`src/rtl/dmem_miss_sequencer_if.sv`:
```
// Lane-miss, memory-port and refill signals of the data-cache miss sequencer.
// master = sequencer side, slave = lanes/memory/cache side.
interface dmem_miss_sequencer_if #(
  parameter int b = 3
);
  logic        req_valid1, req_valid2;
  logic        req_write1, req_write2;
  logic [2:0]  req_size1,  req_size2;
  logic [63:0] req_addr1,  req_addr2;
  logic [63:0] req_data1,  req_data2;
  logic        req_ack1,   req_ack2;
  logic        mem_req_valid;
  logic        mem_req_ready;
  logic        mem_req_write;
  logic [63:0] mem_req_addr;
  logic [2:0]  mem_req_size;
  logic [7:0]  mem_req_len;
  logic [63:0] mem_req_data;
  logic        mem_rvalid;
  logic [63:0] mem_rdata;
  logic        mem_rlast;
  logic        mem_bvalid;
  logic        fill_valid;
  logic        fill_lane;
  logic [63:0] fill_addr;
  logic [b-1:0] fill_idx;
  logic [63:0] fill_data;
  logic        busy;
  logic        protocol_err;

  modport master (
    input  req_valid1, req_valid2, req_write1, req_write2, req_size1, req_size2,
           req_addr1, req_addr2, req_data1, req_data2,
           mem_req_ready, mem_rvalid, mem_rdata, mem_rlast, mem_bvalid,
    output req_ack1, req_ack2,
           mem_req_valid, mem_req_write, mem_req_addr, mem_req_size, mem_req_len, mem_req_data,
           fill_valid, fill_lane, fill_addr, fill_idx, fill_data, busy, protocol_err
  );

  modport slave (
    output req_valid1, req_valid2, req_write1, req_write2, req_size1, req_size2,
           req_addr1, req_addr2, req_data1, req_data2,
           mem_req_ready, mem_rvalid, mem_rdata, mem_rlast, mem_bvalid,
    input  req_ack1, req_ack2,
           mem_req_valid, mem_req_write, mem_req_addr, mem_req_size, mem_req_len, mem_req_data,
           fill_valid, fill_lane, fill_addr, fill_idx, fill_data, busy, protocol_err
  );
endinterface

```
`src/rtl/dmem_miss_sequencer.sv`:
```
// Serialises data-cache misses from two MEM lanes onto one memory request port:
// line-burst refills for read misses, single sized writes for write misses.
module dmem_miss_sequencer #(
  parameter int B = 8,
  parameter int b = 3,
  parameter int y = 3
) (
  input  logic                   clk,
  input  logic                   rst_n,
  dmem_miss_sequencer_if.master  bus
);

  typedef enum logic [2:0] {IDLE, REQ, RDATA, WRESP, DONE} state_e;

  typedef struct packed {
    logic        write;
    logic [2:0]  size;
    logic [63:0] addr;
    logic [63:0] data;
  } req_t;

  localparam logic [63:0]  LINE_MASK = ~((64'd1 << (b + y)) - 64'd1);
  localparam logic [b-1:0] LAST_BEAT = b'(B - 1);
  localparam logic [7:0]   BURST_LEN = 8'(B - 1);

  state_e       state_q, state_d;
  req_t         req_q, req_d;
  logic [1:0]   lane_q, lane_d;       // bit0 = lane 1, bit1 = lane 2
  logic [b-1:0] cnt_q, cnt_d;

  logic         mrv_q, mrv_d;
  logic         mrw_q, mrw_d;
  logic [63:0]  mra_q, mra_d;
  logic [2:0]   mrs_q, mrs_d;
  logic [7:0]   mrl_q, mrl_d;
  logic [63:0]  mrd_q, mrd_d;
  logic         fv_q, fv_d;
  logic         fl_q, fl_d;
  logic [63:0]  fa_q, fa_d;
  logic [b-1:0] fi_q, fi_d;
  logic [63:0]  fd_q, fd_d;
  logic [1:0]   ack_q, ack_d;
  logic         perr_q, perr_d;

  req_t         sel;
  logic [1:0]   grant;
  logic         merge;
  logic         last_beat;

  always_comb begin
    state_d = state_q;
    req_d   = req_q;
    lane_d  = lane_q;
    cnt_d   = cnt_q;
    mrv_d   = mrv_q;
    mrw_d   = mrw_q;
    mra_d   = mra_q;
    mrs_d   = mrs_q;
    mrl_d   = mrl_q;
    mrd_d   = mrd_q;
    fv_d    = 1'b0;
    fl_d    = fl_q;
    fa_d    = fa_q;
    fi_d    = fi_q;
    fd_d    = fd_q;
    ack_d   = 2'b00;
    perr_d  = perr_q;

    // Two reads to the same line share one refill; lane 1 otherwise wins ties.
    merge = bus.req_valid1 & bus.req_valid2 & ~bus.req_write1 & ~bus.req_write2 &
            (bus.req_addr1[63:b+y] == bus.req_addr2[63:b+y]);
    if (bus.req_valid1) begin
      sel   = '{bus.req_write1, bus.req_size1, bus.req_addr1, bus.req_data1};
      grant = merge ? 2'b11 : 2'b01;
    end else begin
      sel   = '{bus.req_write2, bus.req_size2, bus.req_addr2, bus.req_data2};
      grant = 2'b10;
    end
    last_beat = (cnt_q == LAST_BEAT);

    case (state_q)
      IDLE: if (bus.req_valid1 || bus.req_valid2) begin
        req_d   = sel;
        lane_d  = grant;
        cnt_d   = '0;
        state_d = REQ;
        mrv_d   = 1'b1;
        mrw_d   = sel.write;
        mra_d   = sel.write ? sel.addr : (sel.addr & LINE_MASK);
        mrs_d   = sel.write ? sel.size : 3'd3;
        mrl_d   = sel.write ? 8'd0 : BURST_LEN;
        mrd_d   = sel.data;
      end
      REQ: if (bus.mem_req_ready) begin
        mrv_d   = 1'b0;
        mrw_d   = 1'b0;
        mra_d   = '0;
        mrs_d   = '0;
        mrl_d   = '0;
        mrd_d   = '0;
        state_d = req_q.write ? WRESP : RDATA;
      end
      RDATA: if (bus.mem_rvalid) begin
        fv_d  = 1'b1;
        fl_d  = ~lane_q[0];
        fa_d  = req_q.addr & LINE_MASK;
        fi_d  = cnt_q;
        fd_d  = bus.mem_rdata;
        cnt_d = cnt_q + b'(1);
        // The beat counter alone ends the burst; a misplaced rlast is only flagged.
        if (bus.mem_rlast != last_beat) perr_d = 1'b1;
        if (last_beat) begin
          state_d = DONE;
          ack_d   = lane_q;
        end
      end
      WRESP: if (bus.mem_bvalid) begin
        state_d = DONE;
        ack_d   = lane_q;
      end
      DONE:    state_d = IDLE;
      default: state_d = IDLE;
    endcase
  end

  always_ff @(posedge clk or negedge rst_n) begin
    if (!rst_n) begin
      state_q <= IDLE;
      req_q   <= '0;
      lane_q  <= '0;
      cnt_q   <= '0;
      mrv_q   <= 1'b0;
      mrw_q   <= 1'b0;
      mra_q   <= '0;
      mrs_q   <= '0;
      mrl_q   <= '0;
      mrd_q   <= '0;
      fv_q    <= 1'b0;
      fl_q    <= 1'b0;
      fa_q    <= '0;
      fi_q    <= '0;
      fd_q    <= '0;
      ack_q   <= '0;
      perr_q  <= 1'b0;
    end else begin
      state_q <= state_d;
      req_q   <= req_d;
      lane_q  <= lane_d;
      cnt_q   <= cnt_d;
      mrv_q   <= mrv_d;
      mrw_q   <= mrw_d;
      mra_q   <= mra_d;
      mrs_q   <= mrs_d;
      mrl_q   <= mrl_d;
      mrd_q   <= mrd_d;
      fv_q    <= fv_d;
      fl_q    <= fl_d;
      fa_q    <= fa_d;
      fi_q    <= fi_d;
      fd_q    <= fd_d;
      ack_q   <= ack_d;
      perr_q  <= perr_d;
    end
  end

  assign bus.mem_req_valid = mrv_q;
  assign bus.mem_req_write = mrw_q;
  assign bus.mem_req_addr  = mra_q;
  assign bus.mem_req_size  = mrs_q;
  assign bus.mem_req_len   = mrl_q;
  assign bus.mem_req_data  = mrd_q;
  assign bus.fill_valid    = fv_q;
  assign bus.fill_lane     = fl_q;
  assign bus.fill_addr     = fa_q;
  assign bus.fill_idx      = fi_q;
  assign bus.fill_data     = fd_q;
  assign bus.req_ack1      = ack_q[0];
  assign bus.req_ack2      = ack_q[1];
  assign bus.protocol_err  = perr_q;
  assign bus.busy          = (state_q != IDLE);

endmodule

```
`src/flat_wrapper.sv`:
```
// flat-port wrapper written by rule: the top's interface ports become plain ports
module dmem_miss_sequencer_flat 
#(
  parameter int B = 8,
  parameter int b = 3,
  parameter int y = 3
)
  (clk, rst_n, bus_req_valid1, bus_req_valid2, bus_req_write1, bus_req_write2, bus_req_size1, bus_req_size2, bus_req_addr1, bus_req_addr2, bus_req_data1, bus_req_data2, bus_mem_req_ready, bus_mem_rvalid, bus_mem_rdata, bus_mem_rlast, bus_mem_bvalid, bus_req_ack1, bus_req_ack2, bus_mem_req_valid, bus_mem_req_write, bus_mem_req_addr, bus_mem_req_size, bus_mem_req_len, bus_mem_req_data, bus_fill_valid, bus_fill_lane, bus_fill_addr, bus_fill_idx, bus_fill_data, bus_busy, bus_protocol_err);
  dmem_miss_sequencer_if #(.b(b)) bus_i ();
  input  logic clk;
  input  logic rst_n;
  input wire logic [$bits(bus_i.req_valid1)-1:0] bus_req_valid1;
  input wire logic [$bits(bus_i.req_valid2)-1:0] bus_req_valid2;
  input wire logic [$bits(bus_i.req_write1)-1:0] bus_req_write1;
  input wire logic [$bits(bus_i.req_write2)-1:0] bus_req_write2;
  input wire logic [$bits(bus_i.req_size1)-1:0] bus_req_size1;
  input wire logic [$bits(bus_i.req_size2)-1:0] bus_req_size2;
  input wire logic [$bits(bus_i.req_addr1)-1:0] bus_req_addr1;
  input wire logic [$bits(bus_i.req_addr2)-1:0] bus_req_addr2;
  input wire logic [$bits(bus_i.req_data1)-1:0] bus_req_data1;
  input wire logic [$bits(bus_i.req_data2)-1:0] bus_req_data2;
  input wire logic [$bits(bus_i.mem_req_ready)-1:0] bus_mem_req_ready;
  input wire logic [$bits(bus_i.mem_rvalid)-1:0] bus_mem_rvalid;
  input wire logic [$bits(bus_i.mem_rdata)-1:0] bus_mem_rdata;
  input wire logic [$bits(bus_i.mem_rlast)-1:0] bus_mem_rlast;
  input wire logic [$bits(bus_i.mem_bvalid)-1:0] bus_mem_bvalid;
  output wire logic [$bits(bus_i.req_ack1)-1:0] bus_req_ack1;
  output wire logic [$bits(bus_i.req_ack2)-1:0] bus_req_ack2;
  output wire logic [$bits(bus_i.mem_req_valid)-1:0] bus_mem_req_valid;
  output wire logic [$bits(bus_i.mem_req_write)-1:0] bus_mem_req_write;
  output wire logic [$bits(bus_i.mem_req_addr)-1:0] bus_mem_req_addr;
  output wire logic [$bits(bus_i.mem_req_size)-1:0] bus_mem_req_size;
  output wire logic [$bits(bus_i.mem_req_len)-1:0] bus_mem_req_len;
  output wire logic [$bits(bus_i.mem_req_data)-1:0] bus_mem_req_data;
  output wire logic [$bits(bus_i.fill_valid)-1:0] bus_fill_valid;
  output wire logic [$bits(bus_i.fill_lane)-1:0] bus_fill_lane;
  output wire logic [$bits(bus_i.fill_addr)-1:0] bus_fill_addr;
  output wire logic [$bits(bus_i.fill_idx)-1:0] bus_fill_idx;
  output wire logic [$bits(bus_i.fill_data)-1:0] bus_fill_data;
  output wire logic [$bits(bus_i.busy)-1:0] bus_busy;
  output wire logic [$bits(bus_i.protocol_err)-1:0] bus_protocol_err;
  assign bus_i.req_valid1 = bus_req_valid1;
  assign bus_i.req_valid2 = bus_req_valid2;
  assign bus_i.req_write1 = bus_req_write1;
  assign bus_i.req_write2 = bus_req_write2;
  assign bus_i.req_size1 = bus_req_size1;
  assign bus_i.req_size2 = bus_req_size2;
  assign bus_i.req_addr1 = bus_req_addr1;
  assign bus_i.req_addr2 = bus_req_addr2;
  assign bus_i.req_data1 = bus_req_data1;
  assign bus_i.req_data2 = bus_req_data2;
  assign bus_i.mem_req_ready = bus_mem_req_ready;
  assign bus_i.mem_rvalid = bus_mem_rvalid;
  assign bus_i.mem_rdata = bus_mem_rdata;
  assign bus_i.mem_rlast = bus_mem_rlast;
  assign bus_i.mem_bvalid = bus_mem_bvalid;
  assign bus_req_ack1 = bus_i.req_ack1;
  assign bus_req_ack2 = bus_i.req_ack2;
  assign bus_mem_req_valid = bus_i.mem_req_valid;
  assign bus_mem_req_write = bus_i.mem_req_write;
  assign bus_mem_req_addr = bus_i.mem_req_addr;
  assign bus_mem_req_size = bus_i.mem_req_size;
  assign bus_mem_req_len = bus_i.mem_req_len;
  assign bus_mem_req_data = bus_i.mem_req_data;
  assign bus_fill_valid = bus_i.fill_valid;
  assign bus_fill_lane = bus_i.fill_lane;
  assign bus_fill_addr = bus_i.fill_addr;
  assign bus_fill_idx = bus_i.fill_idx;
  assign bus_fill_data = bus_i.fill_data;
  assign bus_busy = bus_i.busy;
  assign bus_protocol_err = bus_i.protocol_err;
  dmem_miss_sequencer #(.B(B), .b(b), .y(y)) u_core (.clk(clk), .rst_n(rst_n), .bus(bus_i));
endmodule
```
`config.mk`:
```
export PLATFORM = sky130hd
export DESIGN_NAME = dmem_miss_sequencer_flat
export DESIGN_NICKNAME = d
export VERILOG_FILES = /design/src/rtl/dmem_miss_sequencer_if.sv /design/src/rtl/dmem_miss_sequencer.sv /design/src/flat_wrapper.sv
export SDC_FILE = /design/constraint.sdc
export NUM_CORES = 1
export LEC_CHECK = 0
export ABC_CLOCK_PERIOD_IN_PS = 2100
export CORE_AREA = 2 2 241 243
export DETAILED_ROUTE_END_ITERATION = 8
export DIE_AREA = 0 0 243 245
export PLACE_DENSITY_LB_ADDON = 0.12
export SLEW_MARGIN = 20
export SYNTH_ARGS = -nofsm -noshare
export SYNTH_HDL_FRONTEND = slang
export SYNTH_SLANG_ARGS = --single-unit
```
`constraint.sdc`:
```
create_clock -name clk -period 2.1 [get_ports clk]
set_input_delay 0.21 -clock clk [delete_from_list [all_inputs] [get_ports clk]]
set_output_delay 0.21 -clock clk [all_outputs]
set_load 0.02 [all_outputs]
```
# Word level (Yosys, flattened, before mapping)
# Cells that the tools add are included.
[classes] reduce_logical=11 muxes=38 eq_ne=11 bitwise=7 n_addsub=1
[op_table] operator="$pmux W64 S2" count=2
[op_table] operator="$mux W64" count=3
[op_table] operator="$mux W132" count=1
[op_table] operator="$eq A58 B58 Y1" count=1
[op_table] operator="$mux W3" count=11
[op_table] operator="$mux W8" count=2
[op_table] operator="$pmux W8 S2" count=1
[op_table] operator="$pmux W3 S2" count=2
[op_table] operator="$pmux W3 S4" count=1
[op_table] operator="$mux W2" count=5
[op_table] operator="$reduce_and A3 Y1" count=3
[op_table] operator="$eq A3 B2 Y1 const B" count=2
[op_table] operator="$mux W1" count=6
[op_table] operator="$mux W6" count=1
[op_table] operator="$ne A2 B2 Y1 const B" count=3
[op_table] operator="$reduce_and A5 Y1" count=1
[op_table] operator="$and A1 B1 Y1" count=4
[op_table] operator="$ne A2 B1 Y1 const B" count=2
[op_table] operator="$pmux W1 S2" count=2
[op_table] operator="$pmux W2 S2" count=1
[op_table] operator="$reduce_and A2 Y1" count=2
[op_table] operator="$reduce_bool A2 Y1" count=2
[op_table] operator="$add A3 B1 Y3 const B" count=1
[op_table] operator="$eq A3 B1 Y1 const B" count=1
[op_table] operator="other kinds (6)" count=8
[word_totals] elab_cells=86 in_bits=336 reg_bits=344

# Longest topological paths before layout
[logic_depth] depth_word=6 depth_mapped=8 ltp_nobuf=5

# Worst setup path before layout
# Ideal clock, no wire load.
[synth_timing] path_kind="reg2reg" from="register u_core.state_q[1]" to="register u_core.req_q[100] (netlist name)" t_required_ns=1.982 slack_ns=0.533 path_stages_with_launch=8 arrival_ns=1.448 setup_time_ns=0.118 n_path_buf=4 path_cell_list="dfrtp_1 -> buf_6 -> nor3_4 -> o21ai_2 -> buf_6 -> buf_6 -> buf_6 -> a21o_1"
[synth_via] elab_chain_len=2
[synth_rtl] element="start, declared" line="dmem_miss_sequencer.sv:26" rtl="state_e state_q, state_d;"
[synth_rtl] element="start signal, assigned" line="dmem_miss_sequencer.sv:146" rtl="state_q <= state_d;"
[synth_rtl] element="$logic_not A3 Y1" line="dmem_miss_sequencer.sv:81" rtl="case (state_q)"
[synth_rtl] element="$reduce_and A2 Y1 (no line)"
[synth_rtl] element="end signal, assigned" line="dmem_miss_sequencer.sv:147" rtl="req_q <= req_d;"
[synth_rtl] element="end, declared" line="dmem_miss_sequencer.sv:27" rtl="req_t req_q, req_d;"
# No other way between the ends.
# A chain may end at the register's enable or synchronous reset.

# Worst setup path in the final report
[layout_timing] from="input port bus_req_addr2[30]" to="register u_core.lane_q[1]"
[layout_via] elab_chain_len=4
[layout_rtl] element="start, declared" line="flat_wrapper.sv:19" rtl="input wire logic [$bits(bus_i.req_addr2)-1:0] bus_req_addr2;"
[layout_rtl] element="$eq A58 B58 Y1" line="dmem_miss_sequencer.sv:71" rtl="(bus.req_addr1[63:b+y] == bus.req_addr2[63:b+y]);"
[layout_rtl] element="$and A1 B1 Y1" line="dmem_miss_sequencer.sv:70" rtl="merge = bus.req_valid1 & bus.req_valid2 & ~bus.req_write1 & ~bus.req_write2 &"
[layout_rtl] element="$mux W2" line="dmem_miss_sequencer.sv:74" rtl="grant = merge ? 2'b11 : 2'b01;"
[layout_rtl] element="$mux W2" line="dmem_miss_sequencer.sv:72" rtl="if (bus.req_valid1) begin"
[layout_rtl] element="end signal, assigned" line="dmem_miss_sequencer.sv:148" rtl="lane_q <= lane_d;"
[layout_rtl] element="end, declared" line="dmem_miss_sequencer.sv:28" rtl="logic [1:0] lane_q, lane_d;"
# No other way between the ends.

==> results.json <==
{
  "status": "complete, no violations",
  "crit_buf_inv": 1,
  "async_flop_share": 1.00,
  "drive_above_1_share": 0.0611,
  "clkTransAtPathRegs_ps": 60,
  "syn_inst": 1383,
  "ys.flop_type": "dfrtp_1",
  "avgSynthCellArea_um2": 10.3,
  "setup_slack_ps": 19.8,
  "synth_edf_count": 0,
  "ys_ff_latch": 331,
  "p_leak_uw": 0.0111,
  "ff_latch_area_um2": 8280,
  "avgViaCountPerCell": 4.36,
  "hold_viol_final": 0,
  "critical_path.endpoint_type": "flip-flop",
  "slowest_stage": "nor4_2",
  "slew_violations": 0,
  "fp-row-count": 88,
  "syn_to_final_growth_pct": 59.6,
  "yosysMostFrequentCell": "nand2_1",
  "chipHeight_um": 245,
  "yosysTopAreaCellShare": 0.582,
  "fin_nets": 2336,
  "diodes": 0,
  "crit_chain": "clkdlybuf4s50_1, xor2_1, nor4_2, o21ai_0, nor3_1, a31o_2",
  "worstPathArrival_ps": 2580,
  "powerDensity_nw_per_um2": 1400,
  "synthTopCellsByArea": "dfrtp_1 58%, nand2_1 12%, mux2i_1 9.1%, a21o_1 6.2%, xnor2_1 2.1%",
  "clockBufferDepth": 3,
  "totalWireLength_mm": 58.0,
  "dp.cells": 2718,
  "criticalPathCategory": "in2reg",
  "path_delay_family": "simple AND/OR/NAND/NOR gates",
  "setup_viol": 0,
  "synth_cell_types": 39,
  "drt_iter0_markers": 509,
  "irDropWorstVdd_uv": 593,
  "die_w_um": 243,
  "vias": 12200,
  "finalSetupTns_ps": 0,
  "dieArea_um2": 59500,
  "fillers": 5749,
  "required_ps": 2600,
  "hpwl_mm": 45.0,
  "io_buffers": 602,
  "post-place-ws_ps": -805,
  "ios": 614,
  "power_uw": 31800,
  "grt_pass1_vias": 12800,
  "cts_root_buffer": "clkbuf_16",
  "layout_min_cycle_time_ps": 2080,
  "worst-path-max-fanout": 2,
  "ys_warn_count": 0,
  "synth-seq-area-share": 0.582,
  "first_pass_iters": 4,
  "gp_congestion": 0.893,
  "crit_path_start_kind": "input port",
  "grt_max_degree": 93,
  "syn_area_um2": 14200,
  "worst_pin_slew_ps": 886,
  "grt_antenna_before_repair": 1,
  "multiInputGateArea_um2": 5460,
  "track_usage": 0.192,
  "grt.overflow.total": 0,
  "rsz0062_at_grt": "false",
  "cts_sinks": 331,
  "cap_violations": 0,
  "timing.final.crit_share": 0.991,
  "synth_common_cells": "464 x nand2_1, 331 x dfrtp_1, 129 x mux2i_1",
  "finClkSkew_ps": 16.6,
  "tritoncts.num_buffers": 41,
  "drc": 0,
  "yosys.area.top_type": "dfrtp_1",
  "clock_latency_ps": 550,
  "htree_num_levels": 2,
  "coreArea_um2": 57000,
  "initial_core_util": 0.249,
  "drtAntennaViolNets": 0,
  "avgRoutedWirePerCell_um": 20.8,
  "cts_tree": "done",
  "final_cells": 2794,
  "max_stage_delay_ps": 650,
  "max_slew_margin": 0.403,
  "grt_pass1_wl_mm": 85.7,
  "fmax_mhz": 481,
  "hold_class": "in2async"
}
==> sequential cells by signal, summed over array words and instances, names as in the netlist <==
name	count
u_core.bus.fill_idx	3
u_core.bus.mem_req_addr	64
u_core.bus.protocol_err	1
u_core.bus.mem_req_write	1
u_core.bus.fill_data	64
u_core.cnt_q	3
u_core.ack_q	2
u_core.bus.mem_req_data	64
u_core.bus.fill_valid	1
u_core.req_q	59
u_core.bus.mem_req_size	3
u_core.bus.mem_req_valid	1
u_core.state_q	3
u_core.bus.fill_addr	58
u_core.bus.fill_lane	1
u_core.bus.mem_req_len	1
u_core.lane_q	2
==> final cells by class <==
class | count | area share
sequential | 331 | 0.365
timing repair buffer | 655 | 0.293
multi-input combinational | 967 | 0.241
clock buffer | 63 | 0.0551
tap | 765 | 0.0422
clock inverter | 11 | 0.00397
inverter | 2 | 0.000441
==> cell usage in the layout (no fill, tap or decap), types with 2 or more instances in the layout <==
cell type        instances
clkdlybuf4s50_1        599
nand2_1                464
dfrtp_1                331
mux2i_1                129
a21o_1                 118
nor2_1                  62
o21ai_0                 56
clkbuf_16               43
buf_4                   35
xnor2_1                 34
xor2_1                  25
o21ai_1                 19
buf_12                  17
conb_1                  11
clkbuf_8                11
nand4_1                 10
clkbuf_1                10
nor4_1                   7
clkinv_2                 7
nand3_1                  4
a21oi_1                  3
and2_1                   2
nand2b_1                 2
o22ai_1                  2
o21a_1                   2
ha_1                     2
==> final timing paths <==
check	startpoint	cells after the start	end	slack [ps]
setup / recovery	bus_req_addr2[30]	6	u_core.lane_q[1]	20
hold / removal	rst_n	2	u_core.bus.fill_data[47]	180
setup reg to reg	u_core.state_q[1]	5	u_core.lane_q[1]	130
hold reg to reg	u_core.bus.protocol_err	1	u_core.bus.protocol_err	450
max in group asynchronous	rst_n	3	u_core.bus.fill_data[2]	1080
min in group clk	bus_mem_rdata[27]	3	u_core.bus.fill_data[27]	180
==> through the flow <==
stage | cell area, µm² | hold WS [ps] | util
global route | 22700 | 174 | 0.398
floorplan | 14300 | -85.6 | -
CTS | 22700 | 142 | 0.398
finish | 22700 | 181 | 0.398
global placement | 21300 | 189 | 0.374
detailed placement | 21300 | 190 | 0.374
==> routing by layer <==
layer / up-vias / track usage / part of all wire
met3: 57 / 0.0593 / 0.073
met2: 410 / 0.326 / 0.48
met5: - / 0 / 0
met1: 5949 / 0.237 / 0.43
li1: 5762 / - / -
met4: 0 / 0.0449 / 0.019
==> cell families (layout without fill, tap and decap cells) <==
kind of cell | Yosys count | in the layout | share of synthesized area
AO/OA/AOI/OAI | 208 | 208 | 0.0977
multiplexers | 129 | 129 | 0.0908
AND/OR/NAND/NOR | 558 | 558 | 0.154
XOR/XNOR | 59 | 59 | 0.0363
buffers and inverters | 95 | 731 | 0.0370
flip-flops | 331 | 331 | 0.582
adder cells (fa/ha/maj) | 2 | 2 | 0.00176
other | 1 | 11 | 0.000264
==> report_power, final <==
group | total (µW) | internal (µW) | switching, µW
Clock | 6980 | 4220 | 2760
Combinational | 14200 | 6420 | 7780
Sequential | 10600 | 9090 | 1500
Total | 31800 | 19700 | 12000
==> worst reg2reg max path: cells and delay by family, from the launching register on <==
kind,cells,cell delay [ps]
flip-flops,1,500
AO/OA/AOI/OAI,3,1140
AND/OR/NAND/NOR,2,210
==> repair_timing <==
| action | 4_1_cts | 5_1_grt |
|---|---|---|
| hold endpoints to repair | 46 | 0 |
| pin swaps | 0 | 1 |
| gates resized for setup | 2 | 0 |
| setup buffers | 0 | 1 |
| setup endpoints to repair | 2 | 1 |
| hold buffers | 1 | 0 |
No activity file was read; power rests on OpenSTA's default activity.
